$ cat src/rtl/dmem_access_ctrl.sv
// -----------------------------------------------------------------------------
// dmem_access_ctrl
//
// Shares a multi-cycle, single-port data memory between the pipeline MEM stage
// and a program/data loader port. It runs one access at a time:
// IDLE -> ISSUE (1 cycle) -> WAIT (LATENCY cycles) -> DONE (1 cycle) -> IDLE.
// Read data is captured on the edge that ends the last WAIT cycle.
//
// The pipeline normally wins arbitration. After STARVE_LIMIT consecutive
// pipeline grants while the loader is waiting, the loader is granted once.
//
// Parameters
//   LATENCY      cycles from the dm_en cycle to valid dm_rdata (>= 1)
//   STARVE_LIMIT pipeline grants allowed while ld_req is pending
//
// Ports
//   clk, reset            rising-edge clock, synchronous active-high reset
//   mem_we, mem_re        MEM-stage store / load request (level)
//   alu_out, reg_out_b    MEM-stage address / store data
//   mem_out               MEM-stage load data (registered)
//   stall                 freeze pipeline (combinational)
//   ld_req, ld_we         loader request (held until ld_done), write select
//   ld_addr, ld_wdata     loader address / write data
//   ld_rdata, ld_done     loader read data (registered), completion pulse
//   busy                  controller not idle
//   dm_en, dm_we          memory strobe (ISSUE only) and qualified write enable
//   dm_addr, dm_wdata     memory address / write data
//   dm_rdata              memory read data, valid LATENCY cycles after dm_en
// -----------------------------------------------------------------------------
module dmem_access_ctrl #(
    parameter int LATENCY      = 2,
    parameter int STARVE_LIMIT = 4
) (
    input  logic        clk,
    input  logic        reset,
    input  logic        mem_we,
    input  logic        mem_re,
    input  logic [31:0] alu_out,
    input  logic [31:0] reg_out_b,
    output logic [31:0] mem_out,
    output logic        stall,
    input  logic        ld_req,
    input  logic        ld_we,
    input  logic [31:0] ld_addr,
    input  logic [31:0] ld_wdata,
    output logic [31:0] ld_rdata,
    output logic        ld_done,
    output logic        busy,
    output logic        dm_en,
    output logic        dm_we,
    output logic [31:0] dm_addr,
    output logic [31:0] dm_wdata,
    input  logic [31:0] dm_rdata
);

    localparam int CW = $clog2(LATENCY + 1);
    localparam int SW = (STARVE_LIMIT < 1) ? 1 : $clog2(STARVE_LIMIT + 1);

    typedef enum logic [1:0] {
        S_IDLE,
        S_ISSUE,
        S_WAIT,
        S_DONE
    } state_t;

    typedef enum logic {
        OWN_PIPE,
        OWN_LD
    } owner_t;

    state_t        state_q,    state_d;
    owner_t        owner_q,    owner_d;
    logic [SW-1:0] starve_q,   starve_d;
    logic [CW-1:0] lat_q,      lat_d;
    logic [31:0]   addr_q,     addr_d;
    logic          we_q,       we_d;
    logic [31:0]   wdata_q,    wdata_d;
    logic [31:0]   mem_out_q,  mem_out_d;
    logic [31:0]   ld_rdata_q, ld_rdata_d;

    logic pipe_req;
    logic grant_pipe;
    logic grant_ld;

    assign pipe_req = mem_re | mem_we;

    // The loader wins when it is alone or when the pipeline has used up its
    // allowance of consecutive grants; otherwise the pipeline wins.
    assign grant_ld   = ld_req & (~pipe_req | (starve_q == SW'(STARVE_LIMIT)));
    assign grant_pipe = pipe_req & ~grant_ld;

    always_comb begin
        state_d    = state_q;
        owner_d    = owner_q;
        starve_d   = starve_q;
        lat_d      = lat_q;
        addr_d     = addr_q;
        we_d       = we_q;
        wdata_d    = wdata_q;
        mem_out_d  = mem_out_q;
        ld_rdata_d = ld_rdata_q;

        case (state_q)
            S_IDLE: begin
                if (grant_ld) begin
                    state_d  = S_ISSUE;
                    owner_d  = OWN_LD;
                    addr_d   = ld_addr;
                    we_d     = ld_we;
                    wdata_d  = ld_wdata;
                    starve_d = '0;
                end else if (grant_pipe) begin
                    state_d  = S_ISSUE;
                    owner_d  = OWN_PIPE;
                    addr_d   = alu_out;
                    // A simultaneous load and store is treated as a store.
                    we_d     = mem_we;
                    wdata_d  = reg_out_b;
                    starve_d = ld_req ? (starve_q + SW'(1)) : '0;
                end
            end
            S_ISSUE: begin
                state_d = S_WAIT;
                lat_d   = CW'(1);
            end
            S_WAIT: begin
                if (lat_q == CW'(LATENCY)) begin
                    state_d = S_DONE;
                    lat_d   = '0;
                    if (!we_q) begin
                        if (owner_q == OWN_PIPE) begin
                            mem_out_d = dm_rdata;
                        end else begin
                            ld_rdata_d = dm_rdata;
                        end
                    end
                end else begin
                    lat_d = lat_q + CW'(1);
                end
            end
            S_DONE: begin
                // Always return to IDLE so a request still held during DONE
                // is not issued a second time.
                state_d = S_IDLE;
            end
            default: begin
                state_d = S_IDLE;
            end
        endcase
    end

    always_ff @(posedge clk) begin
        if (reset) begin
            state_q    <= S_IDLE;
            owner_q    <= OWN_PIPE;
            starve_q   <= '0;
            lat_q      <= '0;
            addr_q     <= '0;
            we_q       <= 1'b0;
            wdata_q    <= '0;
            mem_out_q  <= '0;
            ld_rdata_q <= '0;
        end else begin
            state_q    <= state_d;
            owner_q    <= owner_d;
            starve_q   <= starve_d;
            lat_q      <= lat_d;
            addr_q     <= addr_d;
            we_q       <= we_d;
            wdata_q    <= wdata_d;
            mem_out_q  <= mem_out_d;
            ld_rdata_q <= ld_rdata_d;
        end
    end

    assign dm_en    = (state_q == S_ISSUE);
    assign dm_we    = dm_en & we_q;
    assign dm_addr  = addr_q;
    assign dm_wdata = wdata_q;
    assign busy     = (state_q != S_IDLE);
    assign ld_done  = (state_q == S_DONE) & (owner_q == OWN_LD);
    assign mem_out  = mem_out_q;
    assign ld_rdata = ld_rdata_q;

    // The pipeline stays frozen during its own access and while queued behind
    // a loader access; it is released only in its own DONE cycle.
    assign stall = ~reset & pipe_req & ~((state_q == S_DONE) & (owner_q == OWN_PIPE));

endmodule

$ cat config.mk
export PLATFORM = sky130hd
export DESIGN_NAME = dmem_access_ctrl
export DESIGN_NICKNAME = d
export VERILOG_FILES = /design/src/rtl/dmem_access_ctrl.sv
export SDC_FILE = /design/constraint.sdc
export NUM_CORES = 1
export LEC_CHECK = 0
export CORE_MARGIN = 4
export CORE_UTILIZATION = 40
export CTS_CLUSTER_DIAMETER = 200
export DETAILED_ROUTE_END_ITERATION = 7
export MAX_ROUTING_LAYER = met4
export PLACE_DENSITY_LB_ADDON = 0.08
export SYNTH_ARGS = -nofsm -noshare
export SYNTH_HDL_FRONTEND = slang
export SYNTH_SLANG_ARGS = --single-unit
$ cat constraint.sdc
create_clock -name clk -period 1.8 [get_ports clk]
set_input_delay 0.27 -clock clk [delete_from_list [all_inputs] [get_ports clk]]
set_output_delay 0.27 -clock clk [all_outputs]
set_load 0.005 [all_outputs]
After elaboration in Yosys (flattened, before gate mapping)
Index checks and enable logic that the tools add are counted.

Add/subtract/negate cells: 2. Equal/unequal tests: 7. Multiplexer cells: 17. Bitwise operators: 15. Reduce and logical (&&, ||, !) cells: 8.

Operators by type and width (count): $mux 32 (4); $mux 3 (3); $mux 2 (4); $pmux 2 s4 (1); $reduce_and 4->1 (2); $and 1x1->1 (7); $eq 2x2->1 const B (3); $not 1->1 (6); $reduce_bool 2->1 (3); $mux 1 (4); $pmux 2 s2 (1); $reduce_and 2->1 (2); $add 3x1->3 const B (1); $eq 3x3->1 const B (1); $ne 3x3->1 const B (1); $add 2x1->2 const B (1); $eq 2x1->1 const B (1); $logic_not 2->1 (1); $ne 2x2->1 const B (1); $or 1x1->1 (2).

Register bits after elaboration: 137. Bits of input ports: 166. Output and inout bits: 133. Logic and storage cells: 58.

Logic depth before layout (Yosys ltp)
Gate-level depths: netlist (run 1).

Depth in word-level cells: 9. Depth in mapped cells: 8. Gate-level depth less buffers: 5.

Least setup slack after synthesis (run 1)
No wires, ideal clock.

Path type: reg-to-reg. Start point: register state_q[0]. End point: register addr_q[0] (netlist: dm_addr[0]). Setup time: 89 ps. Data arrival time: 1420 ps. Required time: 1711 ps. Slack: 291 ps. Stages on the path, launching flop included: 9. Buffers on the path: 3. Period minus slack after synthesis: 1509 ps. Cell sequence: dfxtp_1 inv_1 ha_1 buf_2 o31a_2 buf_6 buf_4 nor2_1 a311oi_2.

Cells in the longest elaborated chain, start to end: 2.

RTL lines: from (decl) (line 71) `state_t state_q, state_d;`; from (signal assigned) (line 164) `state_q <= state_d;`; $logic_not 2->1 (line 103) `case (state_q)`; $reduce_and 2->1 (no line); to (signal assigned) (line 168) `addr_q <= addr_d;`; to (decl) (line 75) `logic [31:0] addr_q, addr_d;`.

No other way between the ends. A chain may end at the register's enable or synchronous reset.

Final worst setup path (run 1)
Start point: register state_q[0]. End point: output port busy.

Cells in the longest elaborated chain, start to end: 1.

RTL lines: $reduce_bool 2->1 (line 180) `assign busy = (state_q != S_IDLE);`; to (decl) (line 48) `output logic busy,`.

No other way between the ends.

==> results of run 1 <==
## sequential cells by signal, summed over array words and instances, names as in the netlist
name / cells
owner_q: 1
we_q: 1
ld_rdata: 32
state_q: 2
dm_wdata: 32
mem_out: 32
dm_addr: 32
lat_q: 2
starve_q: 3
## final timing paths
check,endpoint,from,slack (ns)
worst max-delay path,busy,state_q[0],0.05
worst min-delay path,dm_wdata[12],ld_req,0.31
worst max register to register,ld_rdata[23],state_q[0],0.16
worst min register to register,mem_out[26],mem_out[26],0.47
## kinds of logic after synthesis
logic type,count (synthesis)
muxes,2
and+or+nand+nor,216
DFF,137
buffers and inverters,96
adders and majority gates,7
AOI/OAI and AO/OA,272
## worst reg2reg max path: stages (launching register included)
cell and delay, ns:
dfxtp_1 0.33, inv_1 0.13, ha_1 0.28, and4bb_2 0.33
buf_12 0.21, nand3_1 0.12, a21oi_1 0.16
## synth_stat cells, drive strengths merged
library cell | n | share of area [%]
a21boi | 1 | 0.12
mux2i | 1 | 0.16
buf | 46 | 5.1
o21ai | 129 | 10
o31ai | 1 | 0.12
nand4b | 1 | 0.14
a21oi | 66 | 5.1
nand4 | 2 | 0.19
o31a | 1 | 0.16
a211oi | 2 | 0.23
nand2 | 4 | 0.23
and4bb | 1 | 0.19
a311oi | 65 | 15
nor2 | 69 | 4.0
nor3 | 1 | 0.078
o211ai | 1 | 0.12
clkbuf | 42 | 2.8
a32oi | 1 | 0.14
dfxtp | 137 | 43
or4 | 1 | 0.12
nor4b | 1 | 0.14
a2bb2oi | 1 | 0.23
mux2 | 1 | 0.17
and2 | 2 | 0.19
ha | 7 | 1.4
a21o | 1 | 0.12
o22ai | 1 | 0.097
o2bb2ai | 1 | 0.23
nand2b | 3 | 0.29
a31oi | 1 | 0.097
nand3 | 130 | 10
inv | 8 | 0.47
nand4bb | 1 | 0.17
## power by group through the flow
stage               Sequential, W  Clock [W]  Combinational [W]
detailed placement        0.00406          0            0.00440
CTS                       0.00401    0.00370            0.00441
global route              0.00408    0.00383            0.00474
finish                    0.00400    0.00361            0.00435
global placement          0.00405          0            0.00437
floorplan                 0.00409          0            0.00239
## metrics by stage
| stage | power [W] | util, % | cells |
|---|---|---|---|
| after global placement | 0.00841 | 60.3 | 1181 |
| after global routing | 0.0127 | 64.1 | 1213 |
| after detailed placement | 0.00846 | 60.3 | 1181 |
| after floorplan | 0.00647 | - | 730 |
| after CTS | 0.0121 | 64.1 | 1213 |
| final | 0.0120 | 64.1 | 1213 |
## per-layer routing
layer	vias up	wire [um]	track usage [%]
met5	-	0	-
met4	0	497	8.37
met3	33	1590	7.38
met2	219	10300	37.0
met1	3006	8870	28.0
li1	3192	-	-
## timing repair
action	4_1_cts	5_1_grt
hold endpoints to repair	0	0
setup buffers	0	0
resized for setup	7	0
endpoints found under the setup margin	5	2
gates cloned	0	0
## cell usage in the layout (no fill, tap or decap), types with 2 or more instances in the layout
cell type / instances
inv_1: 6
o21ai_1: 30
a21oi_1: 66
nand2_1: 4
bufinv_16: 3
a311oi_2: 60
clkinv_4: 3
a211oi_1: 2
and2_1: 2
nor2_1: 69
clkinvlp_4: 5
buf_4: 14
nand2b_1: 3
inv_2: 2
clkbuf_16: 17
nand4_1: 2
a311oi_1: 5
dfxtp_2: 2
ha_1: 6
buf_12: 11
nand3_1: 130
dfxtp_1: 135
clkinv_2: 2
o21ai_0: 99
clkdlybuf4s50_1: 291
dlygate4sd2_1: 5
## cell type report
class,count,area [um2]
Clock inverter,14,173
Sequential cell,137,2750
Tap cell,216,270
Multi-Input combinational cell,497,3200
Timing Repair Buffer,323,3300
Fill cell,1380,5680
Clock buffer,18,439
Inverter,8,30.0
==> results.cfg, run 1 <==
[run_status]
status = complete, no violations

[detailed_routing]
drt-pass1-iter-count = 4
ant_nets = 0
drt_iter0_drc = 360
wl_per_cell_um = 17.5
routed_wl_mm = 21.3
routed_via_density = 5.32
drc = 0
dr_total_vias = 6450

[timing]
tightest_slew_ns = 0.800
drv_slew = 0
hold_viol = 0
setup_violations = 0
finalSetupTns_ns = 0
period_minus_slack_ns = 1.75
finalCritPeriodShare_pct = 97.5
max_freq_ghz = 0.570
setup_ws_ns = 0.0458
holdWs_ns = 0.314
fin_worst_skew_ns = 0.00635
maxSlewHeadroom_pct = 46.7
rsz0062_at_grt = yes

[place]
port_buffers = 298
hpwl_mm = 14.3
dp_slack_ns = -0.186
placed_cell_area_um2 = 9540
gp_congestion = 0.796

[logic_synthesis]
synthSimpleGateAreaFrac_pct = 15.9
netlist_instances = 730
ys_warn_count = 0
netlist_area_um2 = 6440
synth-seq-cells = 137
synth_mux_area_share_pct = 0.330
synth_top_family_by_area = compound AO/OA/AOI/OAI gates
synth_compound_area_share_pct = 31.5
ys_types = 41
synthXorXnorAreaFrac_pct = 0
synthAdderAreaFrac_pct = 1.36
synth.avg_cell_area_um2 = 8.83
yosysSeqAreaShare_pct = 42.6
synthesis.nets = 903

[worst_setup_path]
cp-end-kind = primary output
max_stage_delay_ns = 0.33
timing.critical_path.slowest_stage_cell = dfxtp_1
path_depth = 4
reg2reg_depth = 6
crit_family = buffers and inverters
critPathMostFrequentCell = inv_1
critPathKind = reg2out
cp.arrival_ns = 1.48
start_kind = flip-flop
path_buf_inv = 3
cp_cell_sequence = inv_1, ha_2, inv_1, dlygate4sd2_1
crit_required_ns = 1.53
critPathMaxFanout = 5

[finish]
area_growth_pct = 57.6
fin_nets = 1157
stdcell_area_um2 = 10200
drive_gt1_share_pct = 13.0
antenna_cells = 0

[power]
p_seq_share_pct = 33.5
intPower_w = 0.00821
p_comb_share_pct = 36.4
netSwitchingFraction_pct = 31.4
pwr_density_cell_nw_per_um2 = 1180
leakage_nw = 3.38
p_clk_share_pct = 30.1
worst_ir_drop_vdd_v = 0.000851
p_sw_w = 0.00375

[grt]
overflow = 0
grt_usage_pct = 23.3
antenna_found_initial = 0
grt_start_max_net_pins = 139
grt_pass1_wl_mm = 33.0
first_global_vias = 6325

[floorplan]
ios = 299
die_w_um = 135
die_area_um2 = 18200
die_h_um = 135
core_um2 = 15800
initial_core_util_pct = 40.7
rows = 46

[clock_tree]
cts_buffers = 17
htreeDepth = 4
path_clk_slew_ns = 0.06
clk_latency_ns = 0.42
root_buffer = clkbuf_16
cts_tree = yes
cts_hold_buf = 0
cts.sinks = 137
cts_max_path_buffers = 2

[worst_hold_path]
min_path_type = in2reg
hold_depth = 3

[run]
drv_cap = 0
(Power assumes the default switching activity.)
==> run 2: changes to the inputs <==
==> constraint.sdc (replaced) <==
create_clock -name clk -period 1.8 [get_ports clk]
set_input_delay 0.27 -clock clk [delete_from_list [all_inputs] [get_ports clk]]
set_output_delay 0.27 -clock clk [all_outputs]
set_load 0.1 [all_outputs]
==> run 2 against run 1 <==
  * Sequential share of layout area rose by 0.35 points
  * Critical endpoint is now stall
  * Worst hold slack got worse by 0.040 ns
  * Clock power rose by 5%
  * Core utilization fell by 0.83 points
  * Critical path type is now in2out
==> results.cfg, run 2 (synthesis gave the netlist of run 1 again) <==
[timing]
hold_viol = 0
drv_slew = 0
fin_worst_skew_ns = 0.00660
tightest_slew_ns = 0.452
finalCritPeriodShare_pct = 97.4
period_minus_slack_ns = 1.75
setup_violations = 0
max_freq_ghz = 0.571
rsz0062_at_grt = no
maxSlewHeadroom_pct = 69.9
setup_ws_ns = 0.0472

[grt]
antenna_found_initial = 0
grt_start_max_net_pins = 65
first_global_vias = 6428
grt_pass1_wl_mm = 32.5
grt_usage_pct = 22.9
overflow = 0

[place]
gp_congestion = 0.822
placed_cell_area_um2 = 9370
dp_slack_ns = -0.168
hpwl_mm = 14.6
port_buffers = 298
placed_cells = 1186

[detailed_routing]
wl_per_cell_um = 17.1
ant_nets = 0
drt-pass1-iter-count = 4
routed_via_density = 5.34
routed_wl_mm = 20.8
drt_iter0_drc = 413
drc = 0
dr_total_vias = 6489

[clock_tree]
cts_buffers = 17
cts_tree = yes
path_clk_slew_ns = 0.06
cts.sinks = 137
root_buffer = clkbuf_16
clk_latency_ns = 0.41
cts_hold_buf = 0
cts_max_path_buffers = 2
htreeDepth = 4

[worst_setup_path]
critPathMaxFanout = 5
timing.critical_path.slowest_stage_cell = clkdlybuf4s50_1
critPathMostFrequentCell = buf_4
critPathKind = in2out
cp.arrival_ns = 1.48
cp_cell_sequence = clkdlybuf4s50_1, buf_4, buf_4, nor2_1, a211oi_4, buf_12
crit_required_ns = 1.53
cp-end-kind = primary output
start_kind = input port
max_stage_delay_ns = 0.45

[power]
p_sw_w = 0.00807
p_clk_share_pct = 22.9
pwr_density_cell_nw_per_um2 = 1650
leakage_nw = 3.68
p_comb_share_pct = 52.6
intPower_w = 0.00842
p_seq_share_pct = 24.5
netSwitchingFraction_pct = 48.9
total_power_w = 0.0165
worst_ir_drop_vdd_v = 0.00114

[floorplan]
die_h_um = 135
ios = 299
core_um2 = 15800
die_area_um2 = 18200
rows = 46
initial_core_util_pct = 40.7
die_w_um = 135

[finish]
fin_util_pct = 63.3
drive_gt1_share_pct = 27.3
layout_commonest_cell = clkdlybuf4s50_1
finalNonFillerCells = 1216
area_growth_pct = 55.5
layout_common_cells = clkdlybuf4s50_1, buf_4, dfxtp_1
fill_cells = 1376
fin_nets = 1162
antenna_cells = 0
stdcell_area_um2 = 10000

[run]
drv_cap = 0

[worst_hold_path]
min_path_type = in2reg

[run_status]
status = complete, no violations
## run 2: cell types whose count changed in the layout (fill, tap and decap cells not counted), moves of 2 or more
cell and change:
bufinv_16 +2, dlygate4sd2_1 -4, buf_4 +130, inv_1 -3
and2_1 -2, inv_2 +2, and2_2 +2, buf_12 +8
clkdlybuf4s50_1 -129
## run 2: metrics by stage
stage               TNS, ns  hold WS [ns]
floorplan            -0.165         0.418
global placement      -1.60         0.461
detailed placement    -3.75         0.467
CTS                       0         0.253
global route              0         0.266
finish                    0         0.274
## run 2: path summary, 6_finish.rpt
path / endpoint / depth (start not counted) / start / slack, ns
worst max-delay path: stall / 6 / mem_we / 0.05
worst min register to register: starve_q[1] / 2 / starve_q[1] / 0.47
worst max register to register: starve_q[2] / 6 / starve_q[0] / 0.11
worst min-delay path: mem_out[18] / 2 / reset / 0.27
## run 2: timing repair
| item | 4_1_cts | 5_1_grt |
|---|---|---|
| endpoints found under the setup margin | 2 | 3 |
| gates resized for setup | 3 | 1 |
| setup buffers | 0 | 0 |
| pin swaps | 1 | 0 |
## run 2: power by group through the flow
stage	combinational (W)	sequential, W	clock, W
floorplan	0.00269	0.00817	0
global placement	0.00863	0.00408	0
detailed placement	0.00868	0.00408	0
CTS	0.00873	0.00404	0.00385
global route	0.00904	0.00412	0.00400
finish	0.00868	0.00403	0.00378
## run 2: area by class of cell
class / instances / area (um2) / share of cell area (%)
clock buffers: 18 / 439 / 4.38
clock inverters: 12 / 200 / 2.00
inverters: 8 / 33.8 / 0.337
multi-input cells: 497 / 3220 / 32.2
flip-flops and latches: 137 / 2750 / 27.4
well taps: 216 / 270 / 2.70
repair buffers: 328 / 3110 / 31.0
## run 2: worst max-delay path, delay by kind of cell
family	cells	cell delay [ns]
buf+inv	4	0.94
compound gates	1	0.19
simple gates	1	0.06
## run 2: metal layers
metal | track usage (%) | wire length [um] | vias up
li1 | - | - | 3204
met1 | 27.1 | 8560 | 3018
met2 | 37.0 | 10100 | 230
met3 | 6.78 | 1630 | 37
met4 | 8.60 | 546 | 0
met5 | - | 0 | -
